$ cat config.mk
export PLATFORM = sky130hd
export DESIGN_NAME = mem_target
export DESIGN_NICKNAME = d
export VERILOG_FILES = /design/src/rtl/mem_target.sv
export SDC_FILE = /design/constraint.sdc
export NUM_CORES = 2
export LEC_CHECK = 0
export ABC_AREA = 0
export CAP_MARGIN = 20
export CORE_MARGIN = 2
export CORE_UTILIZATION = 35
export DETAILED_ROUTE_END_ITERATION = 8
export GPL_ROUTABILITY_DRIVEN = 0
export PLACE_DENSITY = 0.55
export SYNTH_ARGS = -nofsm -noshare
export SYNTH_HDL_FRONTEND = slang
export SYNTH_SLANG_ARGS = --single-unit
$ cat constraint.sdc
create_clock -name clk -period 4.7 [get_ports clk]
set_input_delay 0.94 -clock clk [delete_from_list [all_inputs] [get_ports clk]]
set_output_delay 0.94 -clock clk [all_outputs]
set_load 0.02 [all_outputs]
$ cat src/rtl/mem_target.sv
// mem_target: memory-side responder for the CPU request bus.
// Accepts word/half/byte reads and writes, inserts WAIT_CYCLES wait states,
// then pulses ack for one cycle. Storage is a byte-addressed, little-endian
// array organised as 32-bit words with per-lane write enables.
// Optional build macro MEM_TARGET_BUSERR_EN: flags misaligned or out-of-range
// accesses with err=1 instead of wrapping/aligning them.
module mem_target #(
    parameter int ADDR_BITS   = 8,
    parameter int WAIT_CYCLES = 2
) (
    input  logic        clk,
    input  logic        rst,
    input  logic        req,
    input  logic        we,
    input  logic [1:0]  size,
    input  logic [31:0] addr,
    input  logic [31:0] wdata,
    output logic        busy,
    output logic        ack,
    output logic [31:0] rdata,
    output logic        err
);

    localparam int WORDS = 2 ** (ADDR_BITS - 2);

    typedef enum logic [1:0] {S_IDLE, S_WAIT, S_RESP} state_t;

    state_t      r_state;
    logic [3:0]  r_cnt;
    logic        r_we;
    logic [1:0]  r_size;
    logic [31:0] r_addr;
    logic [31:0] r_wdata;
    logic        r_fault;
    logic [31:0] r_mem [WORDS];

    logic [ADDR_BITS-3:0] w_idx;
    logic                 w_is_half;
    logic                 w_is_byte;
    logic [1:0]           w_lane;
    logic [3:0]           w_be;
    logic [31:0]          w_mask;
    logic [31:0]          w_wd_sh;
    logic [31:0]          w_word;
    logic [31:0]          w_rd_sh;
    logic [31:0]          w_rd;
    logic                 w_access;
    logic                 w_do_write;
    logic                 w_fault_in;

`ifdef MEM_TARGET_BUSERR_EN
    // Fault if misaligned for its size or if any address bit lies above the storage.
    always_comb begin
        w_fault_in = |addr[31:ADDR_BITS];
        if (size == 2'b01)
            w_fault_in = w_fault_in | addr[0];
        else if (size != 2'b10)
            w_fault_in = w_fault_in | (addr[1:0] != 2'b00);
    end
`else
    // Without error checking, upper address bits are don't-care (addresses wrap).
    logic w_unused_hi;
    assign w_unused_hi = ^addr[31:ADDR_BITS];
    assign w_fault_in  = 1'b0;
`endif

    // Decode the latched request into a word index, lane, byte enables and read data.
    always_comb begin
        w_idx     = r_addr[ADDR_BITS-1:2];
        w_is_half = (r_size == 2'b01);
        w_is_byte = (r_size == 2'b10);
        if (w_is_byte) begin
            w_lane = r_addr[1:0];
            w_be   = 4'b0001 << r_addr[1:0];
        end else if (w_is_half) begin
            w_lane = {r_addr[1], 1'b0};
            w_be   = 4'b0011 << {r_addr[1], 1'b0};
        end else begin
            w_lane = 2'b00;
            w_be   = 4'b1111;
        end
        w_wd_sh = r_wdata << {w_lane, 3'b000};
        w_word  = r_mem[w_idx];
        w_rd_sh = w_word >> {w_lane, 3'b000};
        if (w_is_byte)
            w_rd = {24'b0, w_rd_sh[7:0]};
        else if (w_is_half)
            w_rd = {16'b0, w_rd_sh[15:0]};
        else
            w_rd = w_word;
    end

    // Expand byte enables into a bit mask, one lane at a time.
    generate
        for (genvar gi = 0; gi < 4; gi++) begin : g_lane_mask
            assign w_mask[gi*8 +: 8] = {8{w_be[gi]}};
        end
    endgenerate

    assign w_access   = (r_state == S_WAIT) && (r_cnt == 4'd0);
    assign w_do_write = w_access && r_we && !r_fault;

    // Request FSM: latch in IDLE, count down wait states, one-cycle response.
    always_ff @(posedge clk or negedge rst) begin
        if (!rst) begin
            r_state <= S_IDLE;
            r_cnt   <= 4'd0;
            r_we    <= 1'b0;
            r_size  <= 2'b00;
            r_addr  <= 32'd0;
            r_wdata <= 32'd0;
            r_fault <= 1'b0;
            busy    <= 1'b0;
            ack     <= 1'b0;
            err     <= 1'b0;
            rdata   <= 32'd0;
        end else begin
            case (r_state)
                S_IDLE: begin
                    ack <= 1'b0;
                    err <= 1'b0;
                    if (req) begin
                        r_we    <= we;
                        r_size  <= size;
                        r_addr  <= addr;
                        r_wdata <= wdata;
                        r_fault <= w_fault_in;
                        r_cnt   <= 4'(WAIT_CYCLES);
                        busy    <= 1'b1;
                        r_state <= S_WAIT;
                    end
                end
                S_WAIT: begin
                    if (r_cnt != 4'd0) begin
                        r_cnt <= r_cnt - 4'd1;
                    end else begin
                        if (!r_we && !r_fault)
                            rdata <= w_rd;
                        err     <= r_fault;
                        ack     <= 1'b1;
                        r_state <= S_RESP;
                    end
                end
                S_RESP: begin
                    ack     <= 1'b0;
                    err     <= 1'b0;
                    busy    <= 1'b0;
                    r_state <= S_IDLE;
                end
                default: begin
                    ack     <= 1'b0;
                    err     <= 1'b0;
                    busy    <= 1'b0;
                    r_state <= S_IDLE;
                end
            endcase
        end
    end

    // Storage: clears on reset; merges write data into the enabled byte lanes only.
    always_ff @(posedge clk or negedge rst) begin
        if (!rst) begin
            for (int i = 0; i < WORDS; i++)
                r_mem[i] <= 32'd0;
        end else if (w_do_write) begin
            r_mem[w_idx] <= (w_word & ~w_mask) | (w_wd_sh & w_mask);
        end
    end

endmodule

==> summary.txt <==
Final layout
  • Most common cell after layout, fill and taps aside: dfrtp_1
  • Share of cells above drive strength 1: approximately a fifth
  • Net count reported at finish: 9053
  • Non-Filler Instances: 12.7k
  • Area grow syn2layout: 16.4%
  • Filler Cells Inserted: 25.7k
  • Finished Core Util: 41.0%
  • Most frequent cells in the layout: dfrtp_1, nand2_1, o21ai_0

Floorplanning
  • Core Area: 0.268 mm^2
  • Die X: ~520 um
  • Initial core utilization: 35.2%
  • Die height: between 500 and 600 um
  • Row cnt: 190
  • Ports: 105
  • Die Footprint: 0.274 mm^2

Power
  • Power per cell area: 626 mW/mm^2
  • Worst ir drop on vdd: 0.586 mV
  • Leakage power: 0.0479 uW

Detailed routing
  • TritonRoute pass-1 iters: 7
  • Avg WL per Cell: 28.0 um
  • Antenna viol nets, final: 0
  • DR vias: approximately 74k
  • DRC viols: 0
  • Iteration-0 DRC Markers: 8228
  • Total routed wirelength: 356000 um
  • Via-to-Cell Ratio: about 5.8

Timing
  • Final worst slack: -0.0483 ns
  • Worst Skew: between 0.07 and 0.08 ns
  • Tcrit/Tclk final: 101%
  • Final min period: 4.75 ns
  • Slew margin rel.: 14.2%
  • Final setup vio count: 41
  • Worst-Margin Slew: 1.28 ns
  • Max Slew Vio Count: 0
  • Hold Vio Cnt, Final: 0
  • F_max: approximately 210 MHz
  • RSZ-0062 raised after global routing: no

Critical path
  • Worst reg2reg startpoint: r_addr[2]$_DFFE_PN0P_
  • R2R setup slack: -0.05 ns
  • Crit. End Element: flip-flop
  • CP cell instances: buf_12 > buf_4 > mux4_2 > mux2i_1 > o22ai_1 > nor4_1 > buf_4 > o2111ai_1 > buf_4 > o21ai_4 > buf_12 > o21ai_0
  • Critical Path Source Type: flip-flop
  • Critical path class: flip-flop to flip-flop
  • Most common cell on crit path: buf_4
  • Crit-path slowest cell: dfrtp_4
  • Crit path from: r_addr[2]$_DFFE_PN0P_
  • CP arrival: 5.44 ns
  • Crit path required time: roughly 5.4 ns
  • CP peak stage delay: between 0.7 and 0.8 ns
  • Crit-path max FO: 40

CTS
  • Root Driver: clkbuf_16
  • CTS tree: built
  • Clk_lat worst skew: 0.90 ns
  • Sink Count: around 2.1k
  • Clk slew on worst S/H paths: 0.06 ns
  • # Post-CTS Setup Buffers: 0
  • CTS max path bufs: 3
  • H-tree levels: 4
  • Num CTS Buffers: around 220

Yosys
  • Synthesized area: 0.0944 mm^2
  • Primary FF master, synth: dfrtp_1
  • Fraction of registers with async set/reset: 100%
  • Synthesized area per cell: ~11 um^2
  • Mapped Nets: 9037
  • Register area share after synthesis: 56.5%
  • Post-synthesis sequential element count: 2131
  • Cells after Synth: roughly 9.0k
  • Post-synth cell types: 95
  • Post-synth EDFFs: 0
  • Syn. warnings: 0

Place
  • IO buf count: 79
  • Dpl hpwl: 233000 um
  • Setup slack at placement: 0.166 ns
  • Dpl cells: 12.3k

Global route
  • Pin count of the biggest net entering global routing: ~170
  • Initial antenna violation count: 23
  • Number of global-route vias before repair: roughly 70k
  • GR Util All Layers: 25.7%
  • Total grt overflow: 0
  • First-pass GRT wire length: 515000 um

Outcome
  • Violated checks: negative setup slack
  • Run status: finished, violations left

Min path
  • HP Start: r_mem[1932]$_DFFE_PN0P_
  • Hold Path Class: flip-flop to flip-flop

Job
  • Max-Cap Viols: 0
==> critical path, delay by kind of cell (launching register included) <==
kind,cells,cell delay (ns)
AOI/OAI and AO/OA,4,0.89
DFF,1,0.74
buffers and inverters,5,1.25
muxes,2,1.13
and+or+nand+nor,1,0.41
==> synth_stat cells (all sizes together), types with 36 or more instances <==
| master | count | area, um^2 |
|---|---|---|
| a21oi | 113 | 569 |
| a221o | 39 | 390 |
| a221oi | 135 | 1180 |
| a22o | 41 | 359 |
| a22oi | 299 | 2250 |
| a31oi | 93 | 582 |
| and4b | 54 | 541 |
| buf | 207 | 1460 |
| clkbuf | 661 | 2490 |
| dfrtp | 2131 | 53300 |
| mux2 | 488 | 5500 |
| mux2i | 151 | 1520 |
| mux4 | 137 | 3090 |
| nand2 | 1879 | 7050 |
| nand3 | 36 | 180 |
| nor2 | 197 | 739 |
| nor4bb | 54 | 541 |
| o211ai | 40 | 315 |
| o21ai | 1735 | 8710 |
| o22ai | 55 | 358 |
==> worst paths after layout <==
check	endpoint	cells past startpoint
setup / recovery	r_mem[570]$_DFFE_PN0P_	12
hold / removal	r_mem[1932]$_DFFE_PN0P_	2
setup reg to reg	r_mem[570]$_DFFE_PN0P_	12
hold reg to reg	r_mem[1932]$_DFFE_PN0P_	2
max in group asynchronous	r_mem[488]$_DFFE_PN0P_	3
min in group asynchronous	r_mem[1223]$_DFFE_PN0P_	2
==> sequential cells by signal, summed over array words and instances (netlist names) <==
register and count:
ack 1, r_cnt 4, r_state 2, busy 1, r_size 2, r_mem 2048
rdata 32, r_wdata 32, r_we 1, r_addr 8
==> area by class of cell <==
cell class	count	area, um^2	area share [%]
Multi-Input combinational cell	5955	37700	34.3
Inverter	11	48.8	0.0444
Tap cell	3552	4440	4.04
Sequential cell	2131	53300	48.5
Timing Repair Buffer	661	6890	6.27
Antenna cell	10	25.0	0.0228
Clock buffer	346	6710	6.11
Clock inverter	59	752	0.684
==> kinds of logic (layout without fill, tap and decap cells) <==
kind of cell	Yosys count	in the layout	synth area share, %
XOR/XNOR	3	3	0.0278
AND/OR/NAND/NOR	2443	2443	11.3
flip-flops	2131	2131	56.5
AO/OA/AOI/OAI	2729	2729	17.3
buffers and inverters	879	1077	4.23
other	1	11	0.00397
multiplexers	776	776	10.7
adder cells (fa/ha/maj)	3	3	0.0371
==> metal layers <==
metal | vias up | track usage [%] | routed length [um] | part of all wire [%]
met2 | 3263 | 38.4 | 155000 | 44
met5 | - | 0 | 113 | 0.032
li1 | 32000 | - | - | -
met3 | 775 | 6.27 | 31700 | 8.9
met1 | 37700 | 35.1 | 150000 | 42
met4 | 16 | 11.9 | 18900 | 5.3
==> timing repair <==
item / 4_1_cts / 5_1_grt
resized for setup: 0 / 3
hold endpoints to repair: 20 / 0
hold buffers: 1 / 0
endpoints found under the setup margin: 0 / 29
==> per-stage QoR <==
stage | hold WS [ns] | cell area (um^2) | setup TNS [ns] | total power [uW]
after CTS | 0.475 | 110000 | 0 | 68300
after floorplan | 0.441 | 94400 | 0 | 34800
final | 0.471 | 110000 | -0.857 | 68900
after global routing | 0.491 | 110000 | 0 | 70800
after detailed placement | 0.462 | 102000 | 0 | 50300
after global placement | 0.453 | 102000 | 0 | 49900
==> power by group <==
| group | switching (uW) | total [uW] | leakage [uW] | internal, uW |
|---|---|---|---|---|
| combinational | 20200 | 28700 | 0.0146 | 8530 |
| clock | 7730 | 18100 | 0.00368 | 10300 |
| sequential | 1570 | 22000 | 0.0296 | 20500 |
No activity file was read; power rests on OpenSTA's default activity.
